==> config.mk <==
export PLATFORM = sky130hd
export DESIGN_NAME = robm_golden_next
export DESIGN_NICKNAME = d
export VERILOG_FILES = /design/src/rtl/robm_pkg.sv /design/src/rtl/robm_golden_next.sv
export SDC_FILE = /design/constraint.sdc
export NUM_CORES = 1
export LEC_CHECK = 0
export BUFFER_PORTS_ARGS = -buffer_cell sky130_fd_sc_hd__buf_2
export CAP_MARGIN = 20
export CORE_UTILIZATION = 25
export DETAILED_ROUTE_END_ITERATION = 10
export PLACE_DENSITY = 0.53
export REMOVE_ABC_BUFFERS = 1
export SYNTH_ARGS = -nofsm -noshare
export SYNTH_HDL_FRONTEND = slang
export SYNTH_SLANG_ARGS = --single-unit
export TNS_END_PERCENT = 10
==> constraint.sdc <==
create_clock -name vclk -period 3.1
set_input_delay 0.465 -clock vclk [all_inputs]
set_output_delay 0.465 -clock vclk [all_outputs]
set_load 0.1 [all_outputs]
==> src/rtl/robm_pkg.sv <==
// Shared constants for the robm controller and its golden monitors.
package robm_pkg;

    localparam int unsigned X_W  = 12;
    localparam int unsigned Y_W  = 10;
    localparam int unsigned ST_W = 3;

    // Controller state codes; code 0 never appears in a healthy controller.
    localparam logic [ST_W-1:0] S_ILLEGAL = 3'd0;
    localparam logic [ST_W-1:0] S1        = 3'd1;
    localparam logic [ST_W-1:0] S2        = 3'd2;
    localparam logic [ST_W-1:0] S3        = 3'd3;
    localparam logic [ST_W-1:0] S4        = 3'd4;
    localparam logic [ST_W-1:0] S5        = 3'd5;
    localparam logic [ST_W-1:0] S6        = 3'd6;
    localparam logic [ST_W-1:0] S7        = 3'd7;

    // One-hot output constants: yi lives in bit i-1.
    localparam logic [Y_W-1:0] Y1  = 10'b00_0000_0001;
    localparam logic [Y_W-1:0] Y2  = 10'b00_0000_0010;
    localparam logic [Y_W-1:0] Y3  = 10'b00_0000_0100;
    localparam logic [Y_W-1:0] Y4  = 10'b00_0000_1000;
    localparam logic [Y_W-1:0] Y5  = 10'b00_0001_0000;
    localparam logic [Y_W-1:0] Y6  = 10'b00_0010_0000;
    localparam logic [Y_W-1:0] Y7  = 10'b00_0100_0000;
    localparam logic [Y_W-1:0] Y8  = 10'b00_1000_0000;
    localparam logic [Y_W-1:0] Y9  = 10'b01_0000_0000;
    localparam logic [Y_W-1:0] Y10 = 10'b10_0000_0000;

endpackage

==> src/rtl/robm_golden_next.sv <==
// Unlocked golden robm transition/output table: (state, x) -> (exp_y, next_state).
module robm_golden_next
    import robm_pkg::*;
(
    input  logic [ST_W-1:0] state,
    input  logic [X_W-1:0]  x,
    output logic [Y_W-1:0]  exp_y,
    output logic [ST_W-1:0] next_state
);

    // Mealy table; x[i-1] is controller input xi. Illegal code recovers to S1 silently.
    always_comb begin
        exp_y      = '0;
        next_state = S1;
        case (state)
            S1: begin
                if (!x[0]) begin
                    next_state = S1;
                end else if (x[10] && x[11]) begin
                    exp_y = Y4;        next_state = S2;
                end else if (x[10]) begin
                    exp_y = Y7 | Y8;   next_state = S3;
                end else if (x[11]) begin
                    if (x[7]) begin
                        exp_y = Y1 | Y2; next_state = S4;
                    end else if (x[4]) begin
                        exp_y = Y2 | Y3; next_state = S4;
                    end else if (x[5]) begin
                        exp_y = Y10;     next_state = S5;
                    end else begin
                        exp_y = Y4;      next_state = S2;
                    end
                end else begin
                    if (x[9] && x[8]) begin
                        exp_y = Y10;     next_state = S5;
                    end else if (x[9]) begin
                        exp_y = Y1 | Y2; next_state = S4;
                    end else if (x[8]) begin
                        exp_y = Y2 | Y3; next_state = S4;
                    end else begin
                        exp_y = Y4;      next_state = S2;
                    end
                end
            end
            S2: begin
                exp_y = Y5; next_state = S1;
            end
            // The locked controller may divert here; the golden copy always takes the true path.
            S3: begin
                exp_y = Y6; next_state = S6;
            end
            S4: begin
                if (x[3]) begin
                    exp_y = Y4; next_state = S2;
                end else begin
                    next_state = S4;
                end
            end
            S5: begin
                if (x[11]) begin
                    exp_y = Y2 | Y9; next_state = S7;
                end else begin
                    exp_y = Y2 | Y3; next_state = S4;
                end
            end
            S6: begin
                if (x[1]) begin
                    exp_y      = x[2] ? (Y1 | Y2) : (Y2 | Y3);
                    next_state = S4;
                end else begin
                    exp_y = Y4; next_state = S2;
                end
            end
            S7: begin
                if (x[6]) begin
                    exp_y = Y2 | Y3; next_state = S4;
                end else begin
                    next_state = S7;
                end
            end
            default: begin
                exp_y      = '0;
                next_state = S1;
            end
        endcase
    end

endmodule

Word-level counts from Yosys, hierarchy flattened
Index checks and enable logic that the tools add are counted.

storage, ports and cells
  register bits = 0
  latch bits = 0
  RAM bits = 0
  bits in read-only memories = 0
  bits of input ports = 15
  word-level logic and storage cells = 40
  memories = 0

cells by class
  $add $sub $neg = 0
  $mul = 0
  divide/modulo/power cells = 0
  magnitude comparators = 0
  eq/ne operators = 7
  shifts and indexed selects = 0
  mux-type cells = 31
  bitwise gates (word level) = 0
  reductions and logical operators = 2

operator list
  kind                  count
  $mux W10              8
  $pmux W10 S7          1
  $mux W3               14
  $pmux W3 S6           1
  $mux W4               4
  $eq A3 B3 Y1 const B  4
  $mux W9               1
  $eq A3 B2 Y1 const B  2
  $mux W2               2
  $eq A3 B1 Y1 const B  1
  $logic_and A1 B1 Y1   2

Logic depth before layout (Yosys ltp)
  depth in word-level cells = 8
  gate-level depth with buffers = 5
  mapped depth without buffers = 5

Worst setup path before layout
Ideal clock, no wire load.

  kind = in2out
  start point = input state[2]
  end point = output next_state[1]
  data arrival time = 3.693 ns
  slack = -1.058 ns
  stages on the path = 4
  buffers on the path = 1
  cells stage by stage = buf_2 > nand2_1 > nor3_1 > nand4b_1

between the ends
  word-level cells in the longest chain between the ends = 2

RTL lines
  element                               RTL line                text
  start, declared                       robm_golden_next.sv:5   input logic [ST_W-1:0] state,
  $eq A3 B3 Y1 (tied with other cells)  robm_golden_next.sv:15  case (state)
  $pmux W3 S6 (*)                       robm_golden_next.sv:15
  end, declared                         robm_golden_next.sv:8   output logic [ST_W-1:0] next_state

Every way passes the cells marked *; elsewhere a longest branch is shown, timed or not.

Final worst setup path
  start point = input x[8]
  end point = output next_state[2]

between the ends
  word-level cells in the longest chain between the ends = 8

RTL lines
  element          RTL line                text
  start, declared  robm_golden_next.sv:6   input logic [X_W-1:0] x,
  $mux W3          robm_golden_next.sv:38  end else if (x[8]) begin
  $mux W3          robm_golden_next.sv:36  end else if (x[9]) begin
  $mux W3 (*)      robm_golden_next.sv:34  if (x[9] && x[8]) begin
  $mux W3 (*)      robm_golden_next.sv:23  end else if (x[11]) begin
  $mux W3 (*)      robm_golden_next.sv:21  end else if (x[10]) begin
  $mux W3 (*)      robm_golden_next.sv:19  end else if (x[10] && x[11]) begin
  $mux W3 (*)      robm_golden_next.sv:17  if (!x[0]) begin
  $pmux W3 S6 (*)  robm_golden_next.sv:15

Marks and branches as above.

==> flow_summary_export.csv <==
group,metric,value,unit
routing,drt-pass1-iter-count,4,
synth,netlist_area,414,um2
floorplan,die_area,0.00182,mm2
finish,regArea,0,um2
global_route,grt_pass1_wl,1.83,mm
finish,clock_buffers,0,
sta,finalMaxSlewViolations,0,
routing,remaining_drc_errors,0,
run,drv_cap,0,
sta,final-setup-viol-count,0,
clocking,hold_buffers,0,
finish,seq_cells,0,
floorplan,start_util,27.2,%
global_route,grt_overflow,0,
routing,via_per_inst,5.08,
clocking,cts_resized,0,
setup_path,crit_path_start_kind,"input port",
setup_path,worst-path-max-fanout,3,
global_route,first_global_vias,442,
sta,hold_viol_final,0,
place,place_ws,770,ps
run_status,status,"completed",
floorplan,num_io_pins,28,
synth,ys_seq_area_share,0,%
setup_path,arrival,1890,ps
routing,wl_per_cell,11.6,um
sta,final.period_utilization,75.8,%
synth,synth_top_family_by_area,"simple AND/OR/NAND/NOR gates",
finish,antennaDiodeCount,0,
power,p_total,122,uW
routing,drt_iter0_markers,5,
finish,fin_nets,101,
routing,route.antenna.remaining_nets,0,
synth,yosys-top-cells-count,"a21oi_1, ha_1, inv_1, nand2_1",
global_route,grt_max_degree,13,
sta,tightest_slew,491,ps
power,vdd.ir_drop.worst,0.0774,mV
floorplan,die_h,42.7,um
power,powerDensity,222,mW/mm2
setup_path,cp.required,2630,ps
global_route,track_usage,12.1,%
setup_path,end_kind,"primary output",
synth,synth_area_leaders,"ha_1, a21oi_1, nand2b_1",
sta,relSlewSlack,67.5,%
synth,synth-compound-area-share,31.4,%
synth,ys_types,36,
floorplan,die_w,42.7,um
sta,finalCriticalPeriod,2350,ps
routing,via_count,488,
synth,yosys_warnings,0,
place,port_buffers,28,
sta,hold_slack,1440,ps
setup_path,crit_type,"input port to primary output",
synth,synth_mux_area_share,2.42,%
sta,worst_slack,749,ps
min_path,hp-class,"input port to primary output",
synth,syn_area_per_cell,7.40,um2
finish,fillers,173,
clocking,postCtsSetupRepairBufs,0,
floorplan,rows,14,
power,p_leak,0.291,nW
sta,max_freq,425,MHz
synth,synth_cells,56,
finish,drive_above_1_share,41.3,%
place,place_hpwl,959,um
place,gp_congestion,0.710,
finish,fin_util,35.9,%
synth,synthDominantAreaCellType,"ha_1",
synth,synthAdderAreaFrac,12.1,%
routing,drt_wl_total,1.12,mm
floorplan,core,0.00152,mm2
synth,synth_xor_area_share,0,%
global_route,antenna_found_initial,0,
synth,synth_top_area_share,12.1,%
finish,multi_input_area,372,um2
sta,rsz0062_at_grt,"no",
finish,area_delta_synth_final,32.0,%
synth,synthSimpleGateAreaFrac,43.8,%
-- critical path: stages --
cell and delay (ps):
buf_2 100, inv_1 60, ha_1 180, nor2b_1 130, nor4b_1 320, o32a_1 200
buf_2 420
-- per-layer routing --
metal	track usage (%)	part of all wire (%)	up-vias
met4	0	0	0
met2	20.6	44	20
met5	0	0	-
met3	0	6.5	0
li1	-	-	256
met1	17.9	49	212
-- cell usage in the layout (no fill, tap or decap), types with 2 or more instances in the layout --
cell and count:
and3b_1 2, a21oi_1 4, buf_2 28, nand2b_1 3, ha_1 4, nand2_1 4, and2_1 2, o221ai_1 2
inv_1 4, nor2_1 2, o21ai_0 3
-- area by class of cell --
| type | count | area share [%] |
|---|---|---|
| repair buffers | 28 | 25.6 |
| well taps | 16 | 3.66 |
| multi-input cells | 48 | 68.0 |
| inverters | 4 | 2.75 |
-- through the flow --
step / setup TNS, ps / instance area [um2] / std cells
after floorplan: -2230 / 387 / 52
final: 0 / 547 / 96
after global placement: 0 / 547 / 96
after CTS: 0 / 547 / 96
after detailed placement: 0 / 547 / 96
after global routing: 0 / 547 / 96
-- final timing paths --
check	start	to	slack (ps)	cells past startpoint
setup / recovery	x[8]	next_state[2]	750	7
hold / removal	x[2]	exp_y[0]	1440	4
-- report_power, final --
part / internal [mW] / switching [mW] / leakage, nW / total [mW]
Sequential: 0 / 0 / 0 / 0
Clock: 0 / 0 / 0 / 0
Combinational: 0.0296 / 0.0919 / 0.291 / 0.122
Total: 0.0296 / 0.0919 / 0.291 / 0.122
-- kinds of logic (layout without fill, tap and decap cells) --
group	count (synthesis)	count (layout)
AO/OA/AOI/OAI	17	17
adder cells (fa/ha/maj)	4	4
buffers and inverters	8	32
multiplexers	1	1
AND/OR/NAND/NOR	26	26
No activity file was read; power rests on OpenSTA's default activity.
